<file path="src/rtl/ram_fill_check_if.sv">
// Dual-port RAM connection between the fill/check traffic generator (master)
// and the block RAM under test (slave).
interface ram_fill_check_if #(
  parameter int ADDR_W = 4,
  parameter int DATA_W = 8
);
  logic              ram_wea;
  logic [ADDR_W-1:0] ram_addra;
  logic [DATA_W-1:0] ram_dina;
  logic [ADDR_W-1:0] ram_addrb;
  logic [DATA_W-1:0] ram_doutb;

  modport master (
    output ram_wea,
    output ram_addra,
    output ram_dina,
    output ram_addrb,
    input  ram_doutb
  );

  modport slave (
    input  ram_wea,
    input  ram_addra,
    input  ram_dina,
    input  ram_addrb,
    output ram_doutb
  );
endinterface

</file>
<file path="src/rtl/ram_fill_check.sv">
// RAM fill/readback checker: writes pat(a) through port A, reads back through port B.
// Optional macro RAM_CHECKER_PATTERN_EN switches to a checkerboard-modulated pattern.
module ram_fill_check #(
  parameter int                ADDR_W = 4,
  parameter int                DATA_W = 8,
  parameter int                RD_LAT = 1,
  parameter logic [DATA_W-1:0] SEED   = DATA_W'(8'hA5),
  parameter int                ERR_W  = 8
) (
  input  logic                clk,
  input  logic                rst_n,
  input  logic                start,
  ram_fill_check_if.master    ram,
  output logic                busy,
  output logic                done,
  output logic                pass,
  output logic [ERR_W-1:0]    err_count,
  output logic [ADDR_W-1:0]   first_err_addr
);

  localparam int FL_W = 3;

  typedef enum logic [2:0] {
    IDLE  = 3'd0,
    WRITE = 3'd1,
    READ  = 3'd2,
    FLUSH = 3'd3,
    DONE  = 3'd4
  } state_t;

  state_t            state_q, state_d;
  logic [ADDR_W-1:0] addra_q;
  logic [ADDR_W-1:0] addrb_q;
  logic [FL_W-1:0]   fl_cnt_q;
  logic              go;
  logic              last_wr;
  logic              last_rd;
  logic              last_fl;

  logic [RD_LAT-1:0] vld_p;
  logic [ADDR_W-1:0] addr_p [RD_LAT];
  logic              cmp_vld;
  logic [ADDR_W-1:0] cmp_addr;
  logic              mism;

  function automatic logic [DATA_W-1:0] pat(input logic [ADDR_W-1:0] a);
    logic [DATA_W-1:0] v;
    v = DATA_W'(a) ^ SEED;
`ifdef RAM_CHECKER_PATTERN_EN
    v = v ^ {DATA_W{a[0]}};
`endif
    return v;
  endfunction

  function automatic logic [ERR_W-1:0] sat_inc(input logic [ERR_W-1:0] c);
    return (&c) ? c : c + ERR_W'(1);
  endfunction

  assign go      = ((state_q == IDLE) || (state_q == DONE)) && start;
  assign last_wr = &addra_q;
  assign last_rd = &addrb_q;
  assign last_fl = (fl_cnt_q == FL_W'(RD_LAT - 1));

  always_ff @(posedge clk) begin
    if (!rst_n) state_q <= IDLE;
    else        state_q <= state_d;
  end

  always_comb begin
    state_d = state_q;
    case (state_q)
      IDLE, DONE: if (start)   state_d = WRITE;
      WRITE:      if (last_wr) state_d = READ;
      READ:       if (last_rd) state_d = FLUSH;
      FLUSH:      if (last_fl) state_d = DONE;
      default:                 state_d = IDLE;
    endcase
  end

  // Address counters only move inside their own phase and are re-armed to 0
  // on the transition into it, so each port holds its last address otherwise.
  always_ff @(posedge clk) begin
    if (!rst_n) begin
      addra_q  <= '0;
      addrb_q  <= '0;
      fl_cnt_q <= '0;
    end else begin
      case (state_q)
        IDLE, DONE: if (start) addra_q <= '0;
        WRITE: begin
          if (last_wr) addrb_q <= '0;
          else         addra_q <= addra_q + ADDR_W'(1);
        end
        READ: begin
          if (last_rd) fl_cnt_q <= '0;
          else         addrb_q  <= addrb_q + ADDR_W'(1);
        end
        FLUSH:   fl_cnt_q <= fl_cnt_q + FL_W'(1);
        default: ;
      endcase
    end
  end

  // Stage p0..p(RD_LAT-1): read-address tracking aligned with RAM read latency
  always_ff @(posedge clk) begin
    if (!rst_n) begin
      vld_p <= '0;
    end else begin
      vld_p[0] <= (state_q == READ);
      for (int i = 1; i < RD_LAT; i++) vld_p[i] <= vld_p[i-1];
    end
  end

  always_ff @(posedge clk) begin
    addr_p[0] <= addrb_q;
    for (int i = 1; i < RD_LAT; i++) addr_p[i] <= addr_p[i-1];
  end

  assign cmp_vld  = vld_p[RD_LAT-1];
  assign cmp_addr = addr_p[RD_LAT-1];
  assign mism     = cmp_vld && (ram.ram_doutb != pat(cmp_addr));

  // Compare stage: a zero count means no earlier mismatch in this run
  always_ff @(posedge clk) begin
    if (!rst_n || go) begin
      err_count      <= '0;
      first_err_addr <= '0;
    end else if (mism) begin
      err_count <= sat_inc(err_count);
      if (err_count == '0) first_err_addr <= cmp_addr;
    end
  end

  assign busy          = (state_q == WRITE) || (state_q == READ) || (state_q == FLUSH);
  assign done          = (state_q == DONE);
  assign pass          = done && (err_count == '0);
  assign ram.ram_wea   = (state_q == WRITE);
  assign ram.ram_addra = addra_q;
  assign ram.ram_dina  = (state_q == WRITE) ? pat(addra_q) : '0;
  assign ram.ram_addrb = addrb_q;

endmodule

</file>
<file path="src/flat_wrapper.sv">
// flat-port wrapper written by rule: the top's interface ports become plain ports
module ram_fill_check_flat 
#(
  parameter int                ADDR_W = 4,
  parameter int                DATA_W = 8,
  parameter int                RD_LAT = 1,
  parameter logic [DATA_W-1:0] SEED   = DATA_W'(8'hA5),
  parameter int                ERR_W  = 8
)
  (clk, rst_n, start, busy, done, pass, err_count, first_err_addr, ram_ram_wea, ram_ram_addra, ram_ram_dina, ram_ram_addrb, ram_ram_doutb);
  ram_fill_check_if #(.ADDR_W(ADDR_W), .DATA_W(DATA_W)) ram_i ();
  input  logic clk;
  input  logic rst_n;
  input  logic start;
  output logic busy;
  output logic done;
  output logic pass;
  output logic [ERR_W-1:0] err_count;
  output logic [ADDR_W-1:0] first_err_addr;
  output wire logic [$bits(ram_i.ram_wea)-1:0] ram_ram_wea;
  output wire logic [$bits(ram_i.ram_addra)-1:0] ram_ram_addra;
  output wire logic [$bits(ram_i.ram_dina)-1:0] ram_ram_dina;
  output wire logic [$bits(ram_i.ram_addrb)-1:0] ram_ram_addrb;
  input wire logic [$bits(ram_i.ram_doutb)-1:0] ram_ram_doutb;
  assign ram_ram_wea = ram_i.ram_wea;
  assign ram_ram_addra = ram_i.ram_addra;
  assign ram_ram_dina = ram_i.ram_dina;
  assign ram_ram_addrb = ram_i.ram_addrb;
  assign ram_i.ram_doutb = ram_ram_doutb;
  ram_fill_check #(.ADDR_W(ADDR_W), .DATA_W(DATA_W), .RD_LAT(RD_LAT), .SEED(SEED), .ERR_W(ERR_W)) u_core (.clk(clk), .rst_n(rst_n), .start(start), .ram(ram_i), .busy(busy), .done(done), .pass(pass), .err_count(err_count), .first_err_addr(first_err_addr));
endmodule
</file>
<file path="config.mk">
export PLATFORM = sky130hd
export DESIGN_NAME = ram_fill_check_flat
export DESIGN_NICKNAME = d
export VERILOG_FILES = /design/src/rtl/ram_fill_check_if.sv /design/src/rtl/ram_fill_check.sv /design/src/flat_wrapper.sv
export SDC_FILE = /design/constraint.sdc
export NUM_CORES = 1
export LEC_CHECK = 0
export ABC_AREA = 0
export BUFFER_PORTS_ARGS = -buffer_cell sky130_fd_sc_hd__buf_2
export CORE_ASPECT_RATIO = 0.7
export CORE_UTILIZATION = 33
export DETAILED_ROUTE_END_ITERATION = 8
export SYNTH_ARGS = -nofsm -noshare
export SYNTH_HDL_FRONTEND = slang
export SYNTH_SLANG_ARGS = --single-unit
</file>
<file path="constraint.sdc">
create_clock -name clk -period 4.2 [get_ports clk]
set_clock_uncertainty 0.05 [all_clocks]
set_input_delay 0.84 -clock clk [delete_from_list [all_inputs] [get_ports clk]]
set_output_delay 0.84 -clock clk [all_outputs]
set_load 0.03 [all_outputs]
</file>
==> results of run 1 <==
-- worst register-to-register path: stages, from the launching register on --
cell and delay [ns]:
dfxtp_1 0.35, inv_1 0.07, ha_1 0.12, or4b_1 0.45, nand4bb_4 0.23, a31oi_4 0.26, mux2i_1 0.25, nor2_2 0.04
-- Yosys cell counts (2+ instances only) --
library cell,number
a211o_1,2
a211oi_1,2
a21oi_1,16
a311oi_1,2
and2_1,4
and3_1,5
and4bb_2,2
buf_2,4
buf_4,5
dfxtp_1,31
ha_1,6
inv_1,5
mux2i_1,6
nand2_1,16
nand2b_1,3
nand3_1,12
nand4_1,2
nor2_1,12
nor2_2,4
nor3_1,3
o21ai_0,7
or3_1,5
xnor2_1,6
-- final cells by class --
type	count	area [µm²]
fillers	461	2560
multi-input cells	135	913
flip-flops and latches	31	621
repair buffers	40	200
clock buffers	6	82.6
well taps	55	68.8
clock inverters	2	35.0
inverters	6	22.5
-- flip-flops by register name (all words and copies together), names as in the netlist --
signal / count
u_core.err_count: 8
u_core.addr_p: 4
u_core.first_err_addr: 4
u_core.ram.ram_addra: 4
u_core.ram.ram_addrb: 4
u_core.fl_cnt_q: 3
u_core.state_q: 3
u_core.cmp_vld: 1
-- per-layer routing --
| metal | vias up | track usage, % | part of all wire [%] |
|---|---|---|---|
| met5 | - | 0 | 0 |
| met4 | 0 | 4.29 | 0.28 |
| met3 | 2 | 5.85 | 7.5 |
| met2 | 51 | 19.8 | 39 |
| met1 | 620 | 21.2 | 54 |
| li1 | 715 | - | - |
-- power breakdown --
group	switching (mW)	leakage (nW)	internal, mW
registers	0.0442	0.250	0.317
logic	0.212	0.498	0.108
clock network	0.114	0.0612	0.192
-- cell families (layout without fill, tap and decap cells) --
kind of cell             Yosys count  count (layout)  share of synthesized area, %
AND/OR/NAND/NOR                   79              79                          29.7
AO/OA/AOI/OAI                     35              35                          14.4
flip-flops                        31              31                          38.5
buffers and inverters             15              54                          4.97
XOR/XNOR                           7               7                          3.81
adder cells (fa/ha/maj)            6               6                          4.66
multiplexers                       6               6                          3.73
other                              1               2                         0.233
-- worst paths after layout --
kind / from / endpoint / slack [ns] / depth (start not counted)
min reg2reg: u_core.ram.ram_addrb[3] / u_core.addr_p[0][3] / 0.38 / 0
max: u_core.err_count[0] / pass / 1.53 / 5
max reg2reg: u_core.err_count[0] / u_core.first_err_addr[1] / 2.24 / 7
min: u_core.ram.ram_addrb[3] / u_core.addr_p[0][3] / 0.38 / 0
==> impl_metrics.env, run 1 <==
export IMPL_run_status="complete, no violations"
export IMPL_insertion_delay_ns=0.28
export IMPL_synthesis_area_per_instance_um2=8.95
export IMPL_timing_final_crit_period_ns=2.67
export IMPL_postCtsSetupBuffers=0
export IMPL_design_power_total_uw=988
export IMPL_post_place_cells=267
export IMPL_detailedRoute_firstIterationViolations=45
export IMPL_worstSetupEndpointType="output port"
export IMPL_grt_ovfl_total=0
export IMPL_netlist_top_cell_by_area="dfxtp_1"
export IMPL_grt_total_usage_pct=14.6
export IMPL_yosysWarnings=0
export IMPL_timing_worst_setup_path_type="reg2out"
export IMPL_powerDensity_nw_per_um2=508
export IMPL_postSynthRegisterBits=31
export IMPL_totalNegativeSetupSlack_ns=0
export IMPL_fin_area_um2=1940
export IMPL_placeableCoreArea_um2=4500
export IMPL_detailed_place_hpwl_mm=2.56
export IMPL_timing_critical_path_buf_inv=2
export IMPL_timing_final_crit_share_pct=63.5
export IMPL_dieWidth_um=85.5
export IMPL_syn_instance_count=180
export IMPL_antenna_violating_nets_post_route=0
export IMPL_ir_drop_mv=0.306
export IMPL_crit_family="simple AND/OR/NAND/NOR gates"
export IMPL_tritoncts="yes"
export IMPL_layout_common_cells="40 x buf_2, 31 x dfxtp_1, 16 x nand2_1, 16 x a21oi_1"
export IMPL_crit_path_top_delay_cell="or4b_1"
export IMPL_worst_endpoint_required_ns=3.31
export IMPL_post_synth_instance_area_um2=1610
export IMPL_clk_root_buffer_cell="clkbuf_8"
export IMPL_rsz0062_at_grt="no"
export IMPL_worst_setup_hold_path_clk_slew_ns=0.07
export IMPL_cp_cell_sequence="inv_1 -> ha_1 -> or4b_1 -> and4bb_2 -> buf_2"
export IMPL_syn_to_final_growth_pct=20.7
export IMPL_antenna_found_initial=0
export IMPL_netlist_area_leader_share_pct=38.5
export IMPL_antenna_diode_count=0
export IMPL_maximum_number_of_pins_on_one_net_before_global_route_repair=17
export IMPL_place_worst_setup_slack_ns=1.81
export IMPL_layout_setup_ws_ns=1.53
export IMPL_synth_area_leaders="dfxtp_1 39%, a21oi_1 5.0%, ha_1 4.7%"
export IMPL_synth_lib_cells_used_distinct=43
export IMPL_maxCapViolCount=0
export IMPL_cp_data_arrival_time_ns=1.78
export IMPL_io_buffers=40
export IMPL_final_util_pct=43.1
export IMPL_rows=20
export IMPL_cts_inserted_buffers=5
export IMPL_routedWlPerCell_um=12.8
export IMPL_cts_sinks=31
export IMPL_holdBufCountCts=0
export IMPL_remaining_drc_errors=0
export IMPL_io_pins=43
export IMPL_placement_cell_area_um2=1830
export IMPL_drtPass1Iterations=4
export IMPL_critical_path_peak_fanout=6
export IMPL_worst_stage_delay_on_the_critical_path_ns=0.45
export IMPL_final_cell_count_no_fill=275
export IMPL_achievable_frequency_mhz=375
export IMPL_die_area_um2=5170
export IMPL_timing_critical_path_from_type="flip-flop"
export IMPL_gp_weighted_congestion=0.813
export IMPL_first_global_vias=1159
export IMPL_total_via_count_after_detailed_routing=1388
export IMPL_worstMarginPinSlew_ns=0.620
export IMPL_cts_resized=0
export IMPL_synth_sequential_area_ratio_pct=38.5
export IMPL_number_of_setup_violations_in_the_final_report=0
export IMPL_routed_via_density=5.05
export IMPL_nNetsFinal=236
export IMPL_htreeDepth=2
export IMPL_power_leakage_nw=0.810
export IMPL_hold_viol_final=0
export IMPL_clock_path_buffers=2
export IMPL_synth_flop_cell="dfxtp_1"
export IMPL_global_route_wire_length_before_repair_mm=5.77
export IMPL_synth_edf_count=0
export IMPL_initial_standard_cell_utilization_of_the_core_pct=35.7
export IMPL_fin_hold_ws_ns=0.376
export IMPL_timing_max_transition_violations_final=0
export IMPL_hold_class="reg2reg"
export IMPL_drive_above_1_share_pct=28.2
export IMPL_die_h_um=60.4
export IMPL_finalWirelength_mm=3.52
export IMPL_asr_flop_ratio_synth_pct=0
export IMPL_final_common_cell="buf_2"
export IMPL_timing_slew_headroom_pct=58.6
Note: power is estimated with default switching activity, not from simulation.
==> run 2, diff against run 1 <==
clock period = 2.6 ns   (was 4.2 ns; I/O delays follow)
==> impl_metrics.env, run 2 (synthesized netlist as in run 1, its figures left out) <==
export IMPL_drtPass1Iterations=4
export IMPL_timing_worst_setup_path_type="reg2out"
export IMPL_number_of_setup_violations_in_the_final_report=0
export IMPL_worst_setup_hold_path_clk_slew_ns=0.07
export IMPL_timing_final_crit_period_ns=2.35
export IMPL_drive_above_1_share_pct=28.2
export IMPL_cts_sinks=31
export IMPL_reg2regPathDepth=7
export IMPL_routed_wl_met2_mm=1.38
export IMPL_hold_class="reg2reg"
export IMPL_global_route_wire_length_before_repair_mm=5.70
export IMPL_cp_data_arrival_time_ns=1.78
export IMPL_worst_endpoint_required_ns=2.03
export IMPL_finalWirelength_mm=3.53
export IMPL_antenna_diode_count=0
export IMPL_rsz0062_at_grt="no"
export IMPL_htreeDepth=2
export IMPL_gp_weighted_congestion=0.812
export IMPL_largest_register_ff_count=8
export IMPL_cp_cell_sequence="inv_1 -> ha_1 -> or4b_1 -> and4bb_2 -> buf_2"
export IMPL_initial_standard_cell_utilization_of_the_core_pct=35.7
export IMPL_cts_inserted_buffers=5
export IMPL_routed_via_density=5.16
export IMPL_hold_viol_final=0
export IMPL_total_via_count_after_detailed_routing=1419
export IMPL_postCtsSetupBuffers=0
export IMPL_grt_ovfl_total=0
export IMPL_clock_path_buffers=2
export IMPL_routedWlPerCell_um=12.8
export IMPL_remaining_drc_errors=0
export IMPL_multi_input_area_um2=913
export IMPL_worst_hold_startpoint="u_core.ram.ram_addrb[3]"
export IMPL_maxCapViolCount=0
export IMPL_worst_stage_delay_on_the_critical_path_ns=0.45
export IMPL_io_pins=43
export IMPL_ir_drop_mv=0.480
export IMPL_timing_critical_path_from_type="flip-flop"
export IMPL_critical_path_peak_fanout=6
export IMPL_met3_length_um=250
export IMPL_layout_common_cells="40 x buf_2, 31 x dfxtp_1, 16 x nand2_1, 16 x a21oi_1"
export IMPL_antenna_violating_nets_post_route=0
export IMPL_power_leakage_nw=0.810
export IMPL_area_sequential_um2=621
export IMPL_worstMarginPinSlew_ns=0.629
export IMPL_top_layer_reached_by_signal_wires="met4"
export IMPL_crit_family="simple AND/OR/NAND/NOR gates"
export IMPL_fin_hold_ws_ns=0.382
export IMPL_powerDensity_nw_per_um2=821
export IMPL_first_global_vias=1173
export IMPL_die_area_um2=5170
export IMPL_run_status="complete, no violations"
export IMPL_regMostFlops="u_core.err_count"
export IMPL_min_delay_path_depth=0
export IMPL_detailed_place_hpwl_mm=2.56
export IMPL_worst_r2r_end="u_core.first_err_addr[3]"
export IMPL_hold_path_end="u_core.addr_p[0][3]"
export IMPL_worstSetupEndpointType="output port"
export IMPL_totalNegativeSetupSlack_ns=0
export IMPL_clk_root_buffer_cell="clkbuf_8"
export IMPL_maximum_number_of_pins_on_one_net_before_global_route_repair=17
export IMPL_cts_resized=0
export IMPL_insertion_delay_ns=0.28
export IMPL_timing_max_transition_violations_final=0
export IMPL_syn_to_final_growth_pct=20.7
export IMPL_grt_total_usage_pct=14.5
export IMPL_io_buffers=40
export IMPL_dieWidth_um=85.5
export IMPL_met1_length_mm=1.85
export IMPL_timing_critical_path_buf_inv=2
export IMPL_antenna_found_initial=0
export IMPL_tritoncts="yes"
export IMPL_timing_slew_headroom_pct=58.0
export IMPL_rows=20
export IMPL_die_h_um=60.4
export IMPL_detailedRoute_firstIterationViolations=55
export IMPL_reg_to_reg_setup_timing_slack_ns=0.64
export IMPL_crit_path_top_delay_cell="or4b_1"
export IMPL_reg2reg_from="u_core.err_count[0]"
export IMPL_timing_final_crit_share_pct=90.2
export IMPL_placeableCoreArea_um2=4500
export IMPL_filler_cell_count=477
export IMPL_achievable_frequency_mhz=426
export IMPL_nNetsFinal=236
export IMPL_final_common_cell="buf_2"
export IMPL_holdBufCountCts=0
[run 2: cell counts in the layout (fill, tap and decap cells not counted)]
Identical to the previous run, type by type.
[run 2: how the worst max path moves through the flow]
stage | start | endpoint | slack (ns) | cells after the start
after floorplan | u_core.err_count[0] | pass | 0.54 | 4
after global placement | ram_ram_doutb[0] | u_core.err_count[5] | 0.57 | 6
after detailed placement | ram_ram_doutb[2] | u_core.err_count[1] | 0.53 | 6
after CTS | u_core.err_count[0] | pass | 0.24 | 5
after global routing | u_core.err_count[0] | pass | 0.17 | 5
final | u_core.err_count[0] | pass | 0.25 | 5
[run 2: layer usage]
layer  up-vias  track usage, %
met2        43            20.7
li1        716               -
met4         0            7.14
met1       654            20.0
met5         -               0
met3         6            4.49
[run 2: final cells by class]
| type | count | area share (%) |
|---|---|---|
| clock inverters | 2 | 1.80 |
| well taps | 55 | 3.54 |
| clock buffers | 6 | 4.25 |
| repair buffers | 40 | 10.3 |
| inverters | 6 | 1.16 |
| flip-flops and latches | 31 | 31.9 |
| multi-input cells | 135 | 47.0 |
[run 2: stage by stage]
stage	cells	util [%]	worst slack [ns]	cell area, µm²	total power, mW
after floorplan	181	-	0.544	1610	1.01
after global placement	267	40.5	0.570	1830	1.11
after detailed placement	267	40.5	0.529	1830	1.11
after CTS	275	43.1	0.240	1940	1.61
after global routing	275	43.1	0.174	1940	1.69
final	275	43.1	0.254	1940	1.59
[run 2: worst reg2reg max path, delay by kind of cell (launching register included)]
kind	cells	cell delay (ns)
compound gates	1	0.25
flops	1	0.36
buf+inv	1	0.07
mux	1	0.25
fa+ha+maj	1	0.13
simple gates	3	0.72
[run 2: report_power, final]
part,internal [mW],switching [mW],total [mW]
Clock,0.310,0.184,0.493
Combinational,0.174,0.342,0.516
Sequential,0.513,0.0720,0.585
